File: config.mk
export PLATFORM = sky130hd
export DESIGN_NAME = uart_sram_tx_interface
export DESIGN_NICKNAME = d
export VERILOG_FILES = /design/src/rtl/uart_sram_tx_interface_pkg.sv /design/src/rtl/uart_sram_tx_interface_tx_byte.sv /design/src/rtl/uart_sram_tx_interface.sv
export SDC_FILE = /design/constraint.sdc
export NUM_CORES = 1
export LEC_CHECK = 0
export ABC_AREA = 1
export BUFFER_PORTS_ARGS = -buffer_cell sky130_fd_sc_hd__buf_2
export CELL_PAD_IN_SITES_DETAIL_PLACEMENT = 0
export CELL_PAD_IN_SITES_GLOBAL_PLACEMENT = 2
export CORE_MARGIN = 8
export CORE_UTILIZATION = 29
export DETAILED_ROUTE_END_ITERATION = 8
export PLACE_DENSITY = 0.81
export SLEW_MARGIN = 5
export SYNTH_ARGS = -nofsm -noshare
export SYNTH_HDL_FRONTEND = slang
export SYNTH_SLANG_ARGS = --single-unit
File: constraint.sdc
create_clock -name Clock -period 1.5 [get_ports Clock]
set_input_delay 0.3 -clock Clock [delete_from_list [all_inputs] [get_ports Clock]]
set_output_delay 0.3 -clock Clock [all_outputs]
set_load 0.05 [all_outputs]
File: src/rtl/uart_sram_tx_interface_pkg.sv
// -----------------------------------------------------------------------------
// uart_sram_tx_interface_pkg
// Shared types for the SRAM-to-UART dump path.
//   - top_state_type : top-level SRAM owner selection. S_UART_TX_TOP_STATE
//                      hands SRAM_address / SRAM_we_n to the transmit block.
//   - tx_state_type  : word sequencer states of uart_sram_tx_interface.
//   - ser_state_type : byte serialiser states of uart_tx_byte.
//   - next_sram_address : word address increment with 18-bit wrap.
// -----------------------------------------------------------------------------
package uart_sram_tx_interface_pkg;

    localparam int SRAM_ADDR_W = 18;
    localparam int SRAM_DATA_W = 16;

    // Which interface currently drives the SRAM controller at the top level.
    typedef enum logic [2:0] {
        S_IDLE_TOP_STATE    = 3'd0,
        S_UART_RX_TOP_STATE = 3'd1,
        S_M1_TOP_STATE      = 3'd2,
        S_M2_TOP_STATE      = 3'd3,
        S_UART_TX_TOP_STATE = 3'd4
    } top_state_type;

    typedef enum logic [2:0] {
        S_TX_IDLE    = 3'd0,
        S_TX_WAIT    = 3'd1,
        S_TX_LATCH   = 3'd2,
        S_TX_SEND_HI = 3'd3,
        S_TX_SEND_LO = 3'd4,
        S_TX_DONE    = 3'd5
    } tx_state_type;

    typedef enum logic [1:0] {
        SER_IDLE  = 2'd0,
        SER_START = 2'd1,
        SER_DATA  = 2'd2,
        SER_STOP  = 2'd3
    } ser_state_type;

    // The address space is a full 18-bit range, so the natural carry-out
    // discard gives the 3FFFF -> 00000 wrap.
    function automatic logic [SRAM_ADDR_W-1:0] next_sram_address(
        input logic [SRAM_ADDR_W-1:0] addr
    );
        return addr + 18'd1;
    endfunction

endpackage

File: src/rtl/uart_sram_tx_interface_tx_byte.sv
// -----------------------------------------------------------------------------
// uart_tx_byte
// 8N1 byte serialiser: start bit 0, d0..d7, stop bit 1, each bit held for
// CLKS_PER_BIT clocks.
//   clk, rst_n   : clock, asynchronous active-low reset
//   byte_valid   : a byte is offered on byte_data
//   byte_data    : byte to send
//   byte_ready   : high only in SER_IDLE; a byte is accepted on valid&&ready
//   tx           : registered serial line, idles high
//
// The idle state doubles as the final clock of the stop bit: SER_STOP holds
// the line high for CLKS_PER_BIT-1 clocks and SER_IDLE supplies the last one.
// A byte offered during that clock starts its start bit on the very next
// clock, so back-to-back frames have no extra idle time and each frame is
// exactly 10*CLKS_PER_BIT clocks. This is why CLKS_PER_BIT must be >= 2.
// -----------------------------------------------------------------------------
module uart_tx_byte
    import uart_sram_tx_interface_pkg::*;
#(
    parameter int CLKS_PER_BIT = 434
) (
    input  logic       clk,
    input  logic       rst_n,
    input  logic       byte_valid,
    input  logic [7:0] byte_data,
    output logic       byte_ready,
    output logic       tx
);

    localparam int CNT_W = $clog2(CLKS_PER_BIT);
    localparam logic [CNT_W-1:0] CNT_ONE   = CNT_W'(1);
    localparam logic [CNT_W-1:0] BIT_LAST  = CNT_W'(CLKS_PER_BIT - 1);
    localparam logic [CNT_W-1:0] STOP_LAST = CNT_W'(CLKS_PER_BIT - 2);

    ser_state_type    state_r, state_s;
    logic [CNT_W-1:0] cnt_r, cnt_s;
    logic [3:0]       bit_idx_r, bit_idx_s;
    logic [7:0]       shift_r, shift_s;
    logic             tx_r, tx_s;

    // Serialiser state, baud counter, bit index, shift register and line.
    always_ff @(posedge clk or negedge rst_n) begin
        if (!rst_n) begin
            state_r   <= SER_IDLE;
            cnt_r     <= '0;
            bit_idx_r <= 4'd0;
            shift_r   <= 8'd0;
            tx_r      <= 1'b1;
        end else begin
            state_r   <= state_s;
            cnt_r     <= cnt_s;
            bit_idx_r <= bit_idx_s;
            shift_r   <= shift_s;
            tx_r      <= tx_s;
        end
    end

    // Next-state logic; the line value for the next clock is computed here
    // so that tx leaves a flop.
    always_comb begin
        state_s   = state_r;
        cnt_s     = cnt_r;
        bit_idx_s = bit_idx_r;
        shift_s   = shift_r;
        tx_s      = tx_r;
        case (state_r)
            SER_IDLE: begin
                tx_s = 1'b1;
                if (byte_valid) begin
                    shift_s = byte_data;
                    cnt_s   = '0;
                    tx_s    = 1'b0;
                    state_s = SER_START;
                end else begin
                    cnt_s = '0;
                end
            end
            SER_START: begin
                if (cnt_r == BIT_LAST) begin
                    cnt_s     = '0;
                    bit_idx_s = 4'd0;
                    tx_s      = shift_r[0];
                    state_s   = SER_DATA;
                end else begin
                    cnt_s = cnt_r + CNT_ONE;
                end
            end
            SER_DATA: begin
                if (cnt_r == BIT_LAST) begin
                    cnt_s = '0;
                    if (bit_idx_r == 4'd7) begin
                        tx_s    = 1'b1;
                        state_s = SER_STOP;
                    end else begin
                        bit_idx_s = bit_idx_r + 4'd1;
                        shift_s   = {1'b0, shift_r[7:1]};
                        tx_s      = shift_r[1];
                    end
                end else begin
                    cnt_s = cnt_r + CNT_ONE;
                end
            end
            SER_STOP: begin
                tx_s = 1'b1;
                if (cnt_r == STOP_LAST) begin
                    cnt_s   = '0;
                    state_s = SER_IDLE;
                end else begin
                    cnt_s = cnt_r + CNT_ONE;
                end
            end
            default: begin
                cnt_s   = '0;
                tx_s    = 1'b1;
                state_s = SER_IDLE;
            end
        endcase
    end

    assign byte_ready = (state_r == SER_IDLE);
    assign tx         = tx_r;

endmodule

File: src/rtl/uart_sram_tx_interface.sv
// -----------------------------------------------------------------------------
// uart_sram_tx_interface
// Dumps Word_count 16-bit SRAM words starting at Start_address onto the UART
// line, each word as two 8N1 frames (high byte first).
//   Clock, Resetn   : 50 MHz clock, asynchronous active-low reset
//   Start           : one-cycle request, honoured only in S_TX_IDLE
//   Start_address   : first word address (latched on accepted Start)
//   Word_count      : words to send (latched on accepted Start)
//   Busy            : transfer in progress
//   Done            : one-cycle pulse when the last stop bit has completed
//   SRAM_address    : registered read address (muxed in S_UART_TX_TOP_STATE)
//   SRAM_we_n       : tied high, this block only reads
//   SRAM_read_data  : read data, valid READ_LATENCY edges after an address
//   UART_TX_O       : serial line, idles high
// -----------------------------------------------------------------------------
module uart_sram_tx_interface
    import uart_sram_tx_interface_pkg::*;
#(
    parameter int CLKS_PER_BIT = 434,
    parameter int READ_LATENCY = 3
) (
    input  logic                   Clock,
    input  logic                   Resetn,
    input  logic                   Start,
    input  logic [SRAM_ADDR_W-1:0] Start_address,
    input  logic [SRAM_ADDR_W-1:0] Word_count,
    output logic                   Busy,
    output logic                   Done,
    output logic [SRAM_ADDR_W-1:0] SRAM_address,
    output logic                   SRAM_we_n,
    input  logic [SRAM_DATA_W-1:0] SRAM_read_data,
    output logic                   UART_TX_O
);

    localparam int LAT_W = $clog2(READ_LATENCY + 1);
    localparam logic [LAT_W-1:0] LAT_ONE  = LAT_W'(1);
    localparam logic [LAT_W-1:0] LAT_DONE = LAT_W'(READ_LATENCY - 1);

    tx_state_type           state_r, state_s;
    logic [SRAM_ADDR_W-1:0] addr_r, addr_s;
    logic [SRAM_ADDR_W-1:0] remain_r, remain_s;
    logic [SRAM_DATA_W-1:0] word_r, word_s;
    logic [LAT_W-1:0]       lat_r, lat_s;
    logic                   busy_r, busy_s;
    logic                   done_r, done_s;
    logic                   byte_valid_s;
    logic [7:0]             byte_data_s;
    logic                   byte_ready_s;
    logic                   tx_s;

    // Sequencer state and all registered outputs.
    always_ff @(posedge Clock or negedge Resetn) begin
        if (!Resetn) begin
            state_r  <= S_TX_IDLE;
            addr_r   <= 18'd0;
            remain_r <= 18'd0;
            word_r   <= 16'd0;
            lat_r    <= '0;
            busy_r   <= 1'b0;
            done_r   <= 1'b0;
        end else begin
            state_r  <= state_s;
            addr_r   <= addr_s;
            remain_r <= remain_s;
            word_r   <= word_s;
            lat_r    <= lat_s;
            busy_r   <= busy_s;
            done_r   <= done_s;
        end
    end

    // Word sequencer. lat_r counts edges since the last address load and
    // saturates, so a read issued at the start of the low-byte frame is
    // already satisfied by the time S_TX_WAIT is reached for the next word.
    always_comb begin
        state_s      = state_r;
        addr_s       = addr_r;
        remain_s     = remain_r;
        word_s       = word_r;
        busy_s       = busy_r;
        done_s       = 1'b0;
        byte_valid_s = 1'b0;
        byte_data_s  = word_r[15:8];
        if (lat_r == LAT_DONE) begin
            lat_s = lat_r;
        end else begin
            lat_s = lat_r + LAT_ONE;
        end
        case (state_r)
            S_TX_IDLE: begin
                if (Start) begin
                    if (Word_count != 18'd0) begin
                        addr_s   = Start_address;
                        remain_s = Word_count;
                        lat_s    = '0;
                        busy_s   = 1'b1;
                        state_s  = S_TX_WAIT;
                    end else begin
                        // Empty request: acknowledge without touching SRAM.
                        done_s = 1'b1;
                    end
                end else begin
                    busy_s = 1'b0;
                end
            end
            S_TX_WAIT: begin
                if (lat_r == LAT_DONE) begin
                    state_s = S_TX_LATCH;
                end else begin
                    state_s = S_TX_WAIT;
                end
            end
            S_TX_LATCH: begin
                // The high byte goes straight from the read bus so it can be
                // accepted in this same cycle; the serialiser is idle here.
                word_s       = SRAM_read_data;
                byte_valid_s = 1'b1;
                byte_data_s  = SRAM_read_data[15:8];
                if (byte_ready_s) begin
                    state_s = S_TX_SEND_HI;
                end else begin
                    state_s = S_TX_LATCH;
                end
            end
            S_TX_SEND_HI: begin
                byte_valid_s = 1'b1;
                byte_data_s  = word_r[7:0];
                if (byte_ready_s) begin
                    // Entering S_TX_SEND_LO: count the word and address the
                    // next one so its read latency hides under this frame.
                    remain_s = remain_r - 18'd1;
                    addr_s   = next_sram_address(addr_r);
                    lat_s    = '0;
                    state_s  = S_TX_SEND_LO;
                end else begin
                    state_s = S_TX_SEND_HI;
                end
            end
            S_TX_SEND_LO: begin
                if (byte_ready_s) begin
                    if (remain_r == 18'd0) begin
                        // Ready here marks the final stop-bit clock, so the
                        // Done pulse is launched on this edge.
                        done_s  = 1'b1;
                        state_s = S_TX_DONE;
                    end else begin
                        state_s = S_TX_WAIT;
                    end
                end else begin
                    state_s = S_TX_SEND_LO;
                end
            end
            S_TX_DONE: begin
                if (byte_ready_s) begin
                    busy_s  = 1'b0;
                    state_s = S_TX_IDLE;
                end else begin
                    state_s = S_TX_DONE;
                end
            end
            default: begin
                busy_s  = 1'b0;
                state_s = S_TX_IDLE;
            end
        endcase
    end

    uart_tx_byte #(
        .CLKS_PER_BIT (CLKS_PER_BIT)
    ) u_tx_byte (
        .clk        (Clock),
        .rst_n      (Resetn),
        .byte_valid (byte_valid_s),
        .byte_data  (byte_data_s),
        .byte_ready (byte_ready_s),
        .tx         (tx_s)
    );

    assign Busy         = busy_r;
    assign Done         = done_r;
    assign SRAM_address = addr_r;
    assign SRAM_we_n    = 1'b1;
    assign UART_TX_O    = tx_s;

endmodule
==> flow_summary.ini <==
[setup_path]
r2r-end = u_tx_byte.shift_r[4]
rr_startpoint = u_tx_byte.state_r[1]
rrSetupSlack_ns = -0.06
cp_data_arrival_time_ns = 1.80
reg2reg_depth = 9
path_max_fanout = 14
start_kind = flop
required_ns = 1.74
path_class = reg2reg
setup.worst_path.start = u_tx_byte.state_r[1]
crit_chain = buf_4 > ha_4 > buf_4 > nand2_2 > nand2_1 > a21oi_2 > inv_4 > nand2_1 > o21ai_2
worst_path_max_delay_cell = dfrtp_1
critPathBufInv = 3
cpPeakStageDelay_ns = 0.40
end_kind = flop
path_delay_family = flip-flops

[clock_tree]
cts_buffer_depth = 2
cts_made_buffers = 9
clk_pin_slew_ns = 0.07
root_buffer = clkbuf_16
cts-htree-levels = 3
cts_tree = yes
numClockSinks = 83
clk_latency_ns = 0.35

[sta]
fin_crit_sh_pct = 104
hold_violations = 0
rsz0062_at_grt = yes
final-setup-viol-count = 30
maxSlewViolCount = 0
setup_ws_ns = -0.0600
finalCriticalPeriod_ns = 1.56
hold_slack_ns = 0.137
max_freq_mhz = 641
finClkSkew_ns = 0.0101

[detailed_routing]
vias = 5182
drtAntennaViolNets = 0
drc = 0
first_iter_violations = 267
vias_per_cell = 4.53
wirelength_um = 15600
wl_per_cell_um = 13.6
dr.pass1.iters = 4

[logic_synthesis]
ys.flop_type = dfrtp_1
ys_async_sr_fraction_pct = 100
yosys-top-cells-area = dfrtp_1 40%, nand2_1 21%, nor2_1 7.0%
synth_warnings = 0
syn_inst = 743
syn_nets = 811
synth_top_area_share_pct = 40.3
yosys-top-cells-count = 282 x nand2_1, 95 x nor2_1, 82 x dfrtp_1
seq_area_frac_synth_pct = 40.8
syn_avg_cell_area_um2 = 6.86
syn_area_um2 = 5100
synth_edf_count = 0
synth_cell_types = 36
synth_top_area_cell = dfrtp_1
yosysMostFrequentCell = nand2_1
ys_ff_latch = 83

[min_path]
whs_path_depth = 3
hp-start = SRAM_read_data[4]
worstHoldEndpoint = word_r[4]
hold_path_class = in2reg

[die]
die_h_um = 149
io_pins = 77
core_um2 = 17200
dieArea_um2 = 22100
start_util_pct = 29.6
die_w_um = 149
fp-row-count = 48

[pwr]
irDropWorstVdd_v = 0.000521
p_per_area_nw_per_um2 = 645
p_leak_nw = 3.58

[grt]
grt_max_degree = 55
grt-ovfl-total = 0
grt_pass1_wl_um = 25100
grt_pass1_vias = 5063
grt.total_usage_pct = 14.1
grt_util_met1_pct = 18.0
busiest_layer = met2
antenna_found_initial = 0
gr-usage-met3_pct = 3.95
use_met2_pct = 23.0

[run_status]
violations = setup timing
status = finished with violations

[placement]
place_area_um2 = 6330
globalplace.congestion = 0.800
io_buffers = 75
hpwl_um = 11200
placedCellCount = 1103

[job]
maxCapViolCount = 0

[finish]
fin_nets = 983
drive_above_1_share_pct = 34.0
finalInstanceArea_um2 = 7290
diodes = 0
stdcell_count = 1145
synthToLayoutAreaGrowth_pct = 42.9
-- registers in the layout, indices dropped and copies added, names as in the netlist --
| signal | flops |
|---|---|
| state_r | 3 |
| lat_r | 2 |
| u_tx_byte.shift_r | 8 |
| Done | 1 |
| remain_r | 18 |
| u_tx_byte.state_r | 2 |
| u_tx_byte.bit_idx_r | 4 |
| u_tx_byte.tx | 1 |
| Busy | 1 |
| u_tx_byte.cnt_r | 9 |
| word_r | 16 |
| SRAM_address | 18 |
-- worst register-to-register path, stage by stage, from the launching register on --
cell	delay, ns
dfrtp_1	0.40
buf_4	0.15
ha_4	0.17
buf_4	0.13
nand2_2	0.09
nand2_1	0.07
a21oi_2	0.18
inv_4	0.12
nand2_1	0.09
o21ai_2	0.05
-- placed cells by master, fill, tap and decap left out, drive strengths merged, types with 3 or more instances in the layout --
cell / instances
clkinvlp: 3
xor2: 8
ha: 13
nand4: 13
buf: 180
inv: 64
o211ai: 4
or2: 6
clkbuf: 13
nand2: 283
dfrtp: 82
nor2: 96
o21ai: 58
nor3: 4
nand3: 62
a21oi: 13
xnor2: 3
-- cell type report --
cell class / instances / area [um2]
Clock buffer: 9 / 225
Clock inverter: 7 / 60.1
Fill cell: 1808 / 9950
Inverter: 62 / 248
Multi-Input combinational cell: 574 / 2980
Sequential cell: 83 / 2090
Tap cell: 225 / 282
Timing Repair Buffer: 185 / 1400
-- metal layers --
| layer | share of wire, % | routed length, um | up-vias |
|---|---|---|---|
| met5 | 0 | 0 | - |
| li1 | - | - | 2714 |
| met2 | 46 | 7230 | 96 |
| met1 | 47 | 7290 | 2354 |
| met3 | 5.3 | 826 | 18 |
| met4 | 1.3 | 210 | 0 |
-- kinds of logic (layout without fill, tap and decap cells) --
| family | Yosys count | after routing | share of synthesized area, % |
|---|---|---|---|
| other cells | 1 | 1 | 0.0736 |
| simple gates | 466 | 466 | 37.3 |
| compound gates | 83 | 83 | 9.20 |
| xor+xnor | 11 | 11 | 1.89 |
| flops | 83 | 83 | 40.8 |
| fa+ha+maj | 13 | 13 | 3.19 |
| buf+inv | 86 | 263 | 7.58 |
-- how the worst max path moves through the flow --
stage                                end  cells after the start  slack, ns
floorplan               SRAM_address[13]                     11      -0.03
global placement    u_tx_byte.shift_r[5]                      9       -0.1
detailed placement           remain_r[8]                      8      -0.13
CTS                 u_tx_byte.shift_r[4]                      9      -0.03
global route        u_tx_byte.shift_r[4]                      9      -0.16
finish              u_tx_byte.shift_r[4]                      9      -0.06
-- through the flow --
stage	worst slack (ns)	power (W)	TNS (ns)	util, %
2_1_floorplan	-0.0276	0.00239	-0.196	-
3_3_place_gp	-0.0990	0.00255	-2.03	36.7
3_5_place_dp	-0.128	0.00255	-4.27	36.7
4_1_cts	-0.0280	0.00479	-0.351	39.7
5_1_grt	-0.159	0.00490	-6.56	42.3
6_report	-0.0600	0.00470	-0.878	42.3
-- power by group --
group	leakage [nW]	internal [W]	switching (W)
combinational	2.51	0.0000974	0.000121
clock	0.131	0.00115	0.00104
sequential	0.941	0.00227	0.0000169
-- what timing repair did --
action / in CTS / in global routing
hold buffers: 1 / 0
hold endpoints to repair: 44 / 0
setup buffers: 9 / 11
cloned: 2 / 3
setup endpoints to repair: 49 / 66
pin swaps: 1 / 13
resized for setup: 36 / 89
(Power assumes the default switching activity.)
